`config.mk`:
```
export PLATFORM = sky130hd
export DESIGN_NAME = booth_multiplier
export DESIGN_NICKNAME = d
export VERILOG_FILES = /design/src/rtl/booth_multiplier_pkg.sv /design/src/rtl/booth_multiplier_step.sv /design/src/rtl/booth_multiplier.sv
export SDC_FILE = /design/constraint.sdc
export NUM_CORES = 1
export LEC_CHECK = 0
export ABC_AREA = 1
export CAP_MARGIN = 10
export CORE_ASPECT_RATIO = 1.1
export CORE_MARGIN = 2
export CORE_UTILIZATION = 41
export CTS_BUF_LIST = sky130_fd_sc_hd__clkbuf_16
export DETAILED_ROUTE_END_ITERATION = 8
export GPL_ROUTABILITY_DRIVEN = 0
export PLACE_DENSITY_LB_ADDON = 0.15
export REMOVE_ABC_BUFFERS = 1
export SYNTH_ARGS = -nofsm -noshare
export SYNTH_HDL_FRONTEND = slang
export SYNTH_SLANG_ARGS = --single-unit
```
`constraint.sdc`:
```
create_clock -name clock -period 4.85 [get_ports clock]
set_clock_uncertainty 0.2 [all_clocks]
set_input_delay 0.485 -clock clock [delete_from_list [all_inputs] [get_ports clock]]
set_output_delay 0.485 -clock clock [all_outputs]
set_load 0.05 [all_outputs]
```
`src/rtl/booth_multiplier_pkg.sv`:
```
// Shared constants and state encoding for the radix-2 Booth multiplier.
package booth_multiplier_pkg;

  localparam int WIDTH = 32;
  localparam int CNT_W = $clog2(WIDTH + 1);

  typedef enum logic [1:0] {
    IDLE = 2'd0,
    RUN  = 2'd1,
    DONE = 2'd2
  } mult_state_e;

endpackage

```
`src/rtl/booth_multiplier_step.sv`:
```
// One radix-2 Booth iteration: conditional add/sub of M into A, then an
// arithmetic right shift of the {A, Q, Q_-1} concatenation.
module booth_multiplier_step
  import booth_multiplier_pkg::*;
(
  input  logic [WIDTH:0]   a,
  input  logic [WIDTH-1:0] q,
  input  logic             q_m1,
  input  logic [WIDTH:0]   m,
  output logic [WIDTH:0]   a_next,
  output logic [WIDTH-1:0] q_next,
  output logic             q_m1_next
);

  logic [WIDTH:0]     sum;
  logic [2*WIDTH+1:0] cat;
  logic [2*WIDTH+1:0] shifted;

  always_comb begin
    sum = a;
    case ({q[0], q_m1})
      2'b01:   sum = a + m;
      2'b10:   sum = a - m;
      default: sum = a;
    endcase
  end

  // A carries one guard bit, so the sign is always sum[WIDTH].
  assign cat     = {sum, q, q_m1};
  assign shifted = {cat[2*WIDTH+1], cat[2*WIDTH+1:1]};

  assign a_next    = shifted[2*WIDTH+1:WIDTH+1];
  assign q_next    = shifted[WIDTH:1];
  assign q_m1_next = shifted[0];

endmodule

```
`src/rtl/booth_multiplier.sv`:
```
// Sequential signed WIDTH x WIDTH Booth multiplier: one bit pair per clock,
// result published on hi/lo together with the finished level.
//
// state | meaning
// IDLE  | no result yet since reset; waiting for mult_start
// RUN   | stepping; count_q down-counts remaining Booth steps
// DONE  | hi/lo valid, finished high; mult_start restarts
module booth_multiplier
  import booth_multiplier_pkg::*;
(
  input  logic             clock,
  input  logic             reset,
  input  logic             mult_start,
  input  logic [WIDTH-1:0] multiplicand,
  input  logic [WIDTH-1:0] multiplier,
  output logic             finished,
  output logic [WIDTH-1:0] hi,
  output logic [WIDTH-1:0] lo
);

  mult_state_e      state_q;
  mult_state_e      state_d;

  logic [WIDTH:0]   acc_q;
  logic [WIDTH:0]   m_q;
  logic [WIDTH-1:0] q_q;
  logic             q_m1_q;
  logic [CNT_W-1:0] count_q;

  logic [WIDTH:0]   acc_step;
  logic [WIDTH-1:0] q_step;
  logic             q_m1_step;

  logic             count_tc;
  logic             load;
  logic             step;
  logic             capture;

  assign count_tc = (count_q == '0);

  booth_multiplier_step u_step (
    .a         (acc_q),
    .q         (q_q),
    .q_m1      (q_m1_q),
    .m         (m_q),
    .a_next    (acc_step),
    .q_next    (q_step),
    .q_m1_next (q_m1_step)
  );

  always_ff @(posedge clock) begin
    if (reset) state_q <= IDLE;
    else       state_q <= state_d;
  end

  always_comb begin
    state_d = state_q;
    case (state_q)
      IDLE:    if (mult_start) state_d = RUN;
      RUN:     if (count_tc)   state_d = DONE;
      DONE:    if (mult_start) state_d = RUN;
      default: state_d = IDLE;
    endcase
  end

  // Once the counter hits zero the next edge only publishes the result.
  always_comb begin
    load    = 1'b0;
    step    = 1'b0;
    capture = 1'b0;
    case (state_q)
      IDLE, DONE: load = mult_start;
      RUN: begin
        step    = !count_tc;
        capture = count_tc;
      end
      default: ;
    endcase
  end

  always_ff @(posedge clock) begin
    if (reset) begin
      acc_q    <= '0;
      m_q      <= '0;
      q_q      <= '0;
      q_m1_q   <= 1'b0;
      count_q  <= '0;
      finished <= 1'b0;
      hi       <= '0;
      lo       <= '0;
    end else if (load) begin
      acc_q    <= '0;
      m_q      <= {multiplicand[WIDTH-1], multiplicand};
      q_q      <= multiplier;
      q_m1_q   <= 1'b0;
      count_q  <= CNT_W'(WIDTH);
      finished <= 1'b0;
    end else if (step) begin
      acc_q   <= acc_step;
      q_q     <= q_step;
      q_m1_q  <= q_m1_step;
      count_q <= count_q - 1'b1;
    end else if (capture) begin
      hi       <= acc_q[WIDTH-1:0];
      lo       <= q_q;
      finished <= 1'b1;
    end
  end

endmodule

```
==> results of run 1 <==
==> through the flow <==
stage / hold WS, ps / util / worst slack (ps) / std cells / power (mW)
after global placement: 249 / 0.479 / 1270 / 1904 / 2.74
after CTS: 265 / 0.505 / 1220 / 1936 / 4.17
after detailed placement: 255 / 0.479 / 1290 / 1904 / 2.75
final: 259 / 0.505 / 1200 / 1936 / 4.14
after global routing: 296 / 0.505 / 983 / 1936 / 4.35
after floorplan: 237 / - / 1750 / 1456 / 2.37
==> flip-flops by register name, indices dropped and copies added, names as in the netlist, 2 cells and up <==
register / count
acc_q: 32
hi: 32
lo: 32
m_q: 32
q_q: 32
count_q: 6
state_q: 2
==> cell type report <==
type	count	area [um2]	share of cell area
Tap cell	305	382	0.0321
Clock buffer	17	425	0.0358
Inverter	187	704	0.0592
Clock inverter	15	193	0.0162
Multi-Input combinational cell	1099	5380	0.453
Sequential cell	170	3400	0.286
Timing Repair Buffer	143	1400	0.118
==> cell families after synthesis <==
kind of cell	share of synthesized area
adders and majority gates	0.0482
xor gates and xnor gates	0.0394
buffers and inverters	0.101
AOI/OAI and AO/OA	0.158
and+or+nand+nor	0.305
DFF	0.348
==> tightest hold or removal path, delay by kind of cell, from the launching register on <==
| family | cells | cell delay, ps |
|---|---|---|
| AOI/OAI and AO/OA | 1 | 60 |
| buffers and inverters | 1 | 60 |
| DFF | 1 | 300 |
==> routing by layer <==
metal	vias up	track usage	share of wire
li1	5038	-	-
met1	4425	0.291	0.45
met2	260	0.394	0.47
met3	34	0.0508	0.057
met4	0	0.0707	0.020
met5	-	0	0
==> cell usage after synthesis (all sizes together) (2+ instances only) <==
cell,n,area [um2]
a31oi,32,200
and2,2,12.5
inv,187,704
xor2,32,280
o21ai,132,676
nor3,13,98.9
nand4,5,37.5
nor2,234,913
nand3,80,410
a21oi,120,601
nand2,389,1480
dfxtp,170,3400
xnor2,12,105
buf,22,105
clkbuf,45,175
ha,36,450
==> placed cells by master, fill, tap and decap left out, types with 8 or more instances in the layout <==
cell type and n:
a21oi_1 120, a31oi_1 32, buf_4 12, clkbuf_16 17, clkdlybuf4s50_1 131, dfxtp_1 170
ha_1 36, inv_1 183, nand2_1 381, nand2_2 8, nand3_1 78, nor2_1 228
nor3_1 10, o21ai_0 126, xnor2_1 12, xor2_1 32
==> final timing paths <==
kind / to / slack [ps]
setup / recovery: acc_q[27] / 1200
hold / removal: q_m1_q / 260
setup reg to reg: acc_q[27] / 1200
hold reg to reg: q_m1_q / 260
==> power groups by stage <==
stage | clock, mW | sequential (mW) | combinational, mW
6_report | 1.42 | 1.59 | 1.13
5_1_grt | 1.50 | 1.60 | 1.25
4_1_cts | 1.44 | 1.59 | 1.14
3_5_place_dp | 0 | 1.62 | 1.13
3_3_place_gp | 0 | 1.62 | 1.12
2_1_floorplan | 0 | 1.80 | 0.573
==> results.sh, run 1 <==
export IMPL_antenna_found_initial=0
export IMPL_worst_pin_slew_ps=999
export IMPL_cp_depth=21
export IMPL_syn_area_per_cell_um2=6.41
export IMPL_cp_common_cell="nand2_1"
export IMPL_nNetsFinal=1722
export IMPL_path_cells="inv_1 -> ha_1 -> buf_4 -> inv_1 -> o21ai_2 -> o21a_4 -> o21ai_2 -> xor2_1 -> ha_1 -> nand2_1 -> nand2_1 -> nand2_1 -> nand2_1 -> inv_1 -> nand2_1 -> a21oi_1 -> nand2_1 -> nand2_1 -> nand3_1 -> nand2_1 -> a21oi_1"
export IMPL_relSlewSlack=0.333
export IMPL_final_layout_size_suffix_gt1_frac=0.0454
export IMPL_worst_ir_drop_vdd_mv=0.262
export IMPL_portBuffers=131
export IMPL_ant_nets=0
export IMPL_firstDrtPassIters=5
export IMPL_ys_ff_latch=170
export IMPL_hold_violations=0
export IMPL_rsz0062_at_grt="no"
export IMPL_power_density_mw_per_mm2=348
export IMPL_synthCells=1523
export IMPL_fmax_mhz=274
export IMPL_ys_flop_type="dfxtp_1"
export IMPL_fillerInstances=2443
export IMPL_dieHeight_um=166
export IMPL_routed_wl_um=28500
export IMPL_clockRootBuffer="clkbuf_16"
export IMPL_yosysWarnings=0
export IMPL_slowest_delay_ps=510
export IMPL_hp_start="q_m1_q"
export IMPL_slew_viol_final=0
export IMPL_grt_pass1_vias=9506
export IMPL_yosysSeqAreaShare=0.348
export IMPL_ctsHoldBuffers=0
export IMPL_drc=0
export IMPL_row_count=59
export IMPL_p_clk_frac=0.343
export IMPL_min_path_cells=2
export IMPL_cp_startpoint="q_m1_q"
export IMPL_timing_setup_critical_path_class="flop to flop"
export IMPL_clkTransAtPathRegs_ps=80
export IMPL_p_sw_mw=1.55
export IMPL_period_needed_ps=3650
export IMPL_cp_max_fo=22
export IMPL_p_seq_frac=0.383
export IMPL_areaGrowthSynthToFinish_pct=21.7
export IMPL_crit_family="buffers and inverters"
export IMPL_grt_pass1_wl_um=46700
export IMPL_async_flop_share=0
export IMPL_htree_num_levels=4
export IMPL_cts_buffers=17
export IMPL_wl_per_cell_um=14.7
export IMPL_clk_latency_ps=440
export IMPL_grt_max_degree=81
export IMPL_grt_use_total=0.232
export IMPL_cts_tree="built"
export IMPL_fp_dieW_um=151
export IMPL_drt_iter0_markers=622
export IMPL_ys_types=41
export IMPL_cp_end_kind="flop"
export IMPL_p_leak_nw=5.50
export IMPL_synth_area_mm2=0.00977
export IMPL_cp_data_required_time_ps=4940
export IMPL_reg2reg_from="q_m1_q"
export IMPL_crit_buf_inv=4
export IMPL_hold_class="flop to flop"
export IMPL_cp_start_kind="flop"
export IMPL_ios=132
export IMPL_drv_cap=0
export IMPL_initial_utilization=0.415
export IMPL_final_setup_viol_count=0
export IMPL_swShare=0.374
export IMPL_dieArea_mm2=0.0251
export IMPL_hpwl_um=20300
export IMPL_outcome="finished clean"
export IMPL_r2r_cells=21
export IMPL_antenna_diode_count=0
export IMPL_placed_area_mm2=0.0113
export IMPL_p_int_mw=2.59
export IMPL_fin_setup_tns_ps=0
export IMPL_core_area_mm2=0.0235
export IMPL_cts_setup_buffers=0
export IMPL_cts_resized=0
export IMPL_crit_slowest_cell="inv_1"
export IMPL_synth_edf_count=0
export IMPL_vias=9757
export IMPL_overflow=0
export IMPL_fin_crit_sh=0.753
export IMPL_power_frac_comb=0.274
export IMPL_clock_path_buffers=2
export IMPL_viasPerCell=5.04
export IMPL_arrival_ps=3740
export IMPL_stdcell_area_mm2=0.0119
export IMPL_cts_sinks=170
Note: power is estimated with default switching activity, not from simulation.
==> inputs of run 2 (changes only) <==
- clock period: 4.85 -> 3.7 ns (I/O delays scaled with it)
==> results.sh, run 2 (synthesis results as in run 1) <==
export IMPL_fp_dieW_um=151
export IMPL_clk_latency_ps=440
export IMPL_fin_setup_tns_ps=0
export IMPL_antenna_found_initial=0
export IMPL_cts_buffers=17
export IMPL_viasPerCell=4.96
export IMPL_r2r_cells=22
export IMPL_final_cell_mix="nand2_1, nor2_1, inv_1"
export IMPL_cp_max_fo=5
export IMPL_dieHeight_um=166
export IMPL_crit_family="simple AND/OR/NAND/NOR gates"
export IMPL_timing_setup_critical_path_class="flop to flop"
export IMPL_final_layout_size_suffix_gt1_frac=0.0489
export IMPL_cp_end_kind="flop"
export IMPL_timing_final_ws_setup_ps=270
export IMPL_cp_data_required_time_ps=3850
export IMPL_cts_sinks=170
export IMPL_path_cells="inv_1 -> ha_1 -> nand2_1 -> nor2_4 -> nand2_2 -> nor2_4 -> nand2_2 -> nor3_4 -> a21oi_1 -> xor2_1 -> ha_1 -> nand2_1 -> nor2_1 -> nand2_1 -> nor2_1 -> nand2_1 -> nand2_1 -> nand2_1 -> nand2_1 -> nor2_1 -> nor2_1 -> nor2_1"
export IMPL_min_path_cells=2
export IMPL_hold_class="flop to flop"
export IMPL_ant_nets=0
export IMPL_clockRootBuffer="clkbuf_16"
export IMPL_cp_start_kind="flop"
export IMPL_htree_num_levels=4
export IMPL_crit_slowest_cell="ha_1"
export IMPL_reg2reg_slack_ps=270
export IMPL_slew_viol_final=0
export IMPL_power_total_mw=5.47
export IMPL_grt_pass1_wl_um=46500
export IMPL_initial_utilization=0.415
export IMPL_drc=0
export IMPL_drv_cap=0
export IMPL_p_leak_nw=5.52
export IMPL_hold_slack_ps=259
export IMPL_reg2reg_from="m_q[1]"
export IMPL_cp_common_cell="nand2_1"
export IMPL_ctsHoldBuffers=0
export IMPL_vias=9630
export IMPL_hold_path_end="q_m1_q"
export IMPL_dp_cells=1908
export IMPL_placed_area_mm2=0.0113
export IMPL_clock_path_buffers=2
export IMPL_pre_cts_slack_ps=324
export IMPL_power_density_mw_per_mm2=458
export IMPL_routed_wl_um=28400
export IMPL_outcome="finished clean"
export IMPL_final_setup_viol_count=0
export IMPL_period_needed_ps=3430
export IMPL_worst_ir_drop_vdd_mv=0.322
export IMPL_hp_start="q_m1_q"
export IMPL_utilization=0.507
export IMPL_core_area_mm2=0.0235
export IMPL_slowest_delay_ps=390
export IMPL_grt_max_degree=65
export IMPL_grt_pass1_vias=9238
export IMPL_final_common_cell="nand2_1"
export IMPL_overflow=0
export IMPL_hold_violations=0
export IMPL_wl_per_cell_um=14.6
export IMPL_worst_pin_slew_ps=803
export IMPL_rsz0062_at_grt="no"
export IMPL_ios=132
export IMPL_fmax_mhz=292
export IMPL_antenna_diode_count=0
export IMPL_dieArea_mm2=0.0251
export IMPL_fin_crit_sh=0.927
export IMPL_crit_buf_inv=1
export IMPL_portBuffers=131
export IMPL_cts_setup_buffers=0
export IMPL_stdcell_area_mm2=0.0119
export IMPL_relSlewSlack=0.464
export IMPL_arrival_ps=3580
export IMPL_cts_tree="built"
export IMPL_hpwl_um=20600
export IMPL_cts_resized=0
export IMPL_row_count=59
export IMPL_clkTransAtPathRegs_ps=80
export IMPL_firstDrtPassIters=5
export IMPL_areaGrowthSynthToFinish_pct=22.3
export IMPL_reg2reg_to="acc_q[31]"
export IMPL_grt_use_total=0.231
export IMPL_cp_startpoint="m_q[1]"
export IMPL_final_cells=1940
export IMPL_drt_iter0_markers=467
export IMPL_nNetsFinal=1726
[run 2: worst max-delay path by stage]
| stage | endpoint | cells after the start |
|---|---|---|
| after floorplan | acc_q[26] | 16 |
| after global placement | acc_q[24] | 20 |
| after detailed placement | acc_q[24] | 20 |
| after CTS | acc_q[24] | 20 |
| after global routing | acc_q[27] | 21 |
| final | acc_q[31] | 22 |
[run 2: where the power goes]
group          switching [mW]  total (mW)  internal (mW)
Sequential              0.103        2.08           1.97
Combinational           0.990        1.49          0.504
Clock                   0.920        1.90          0.982
Total                    2.01        5.47           3.46
[run 2: layout make-up]
type	instances	area (um2)
fill	2442	11600
multi-input combinational	1099	5390
sequential	170	3400
timing repair buffer	147	1440
inverter	187	704
clock buffer	17	425
tap	305	382
clock inverter	15	200
[run 2: metal layers]
metal	wire [um]	global-route usage	vias up
li1	-	-	5053
met1	12700	0.295	4286
met2	13100	0.380	244
met3	1840	0.0596	47
met4	766	0.0748	0
met5	0	0	-
[run 2: worst min-delay path, delay by kind of cell (launching register included)]
kind / cells / cell delay (ps)
flops: 1 / 300
buf+inv: 1 / 60
compound gates: 1 / 60
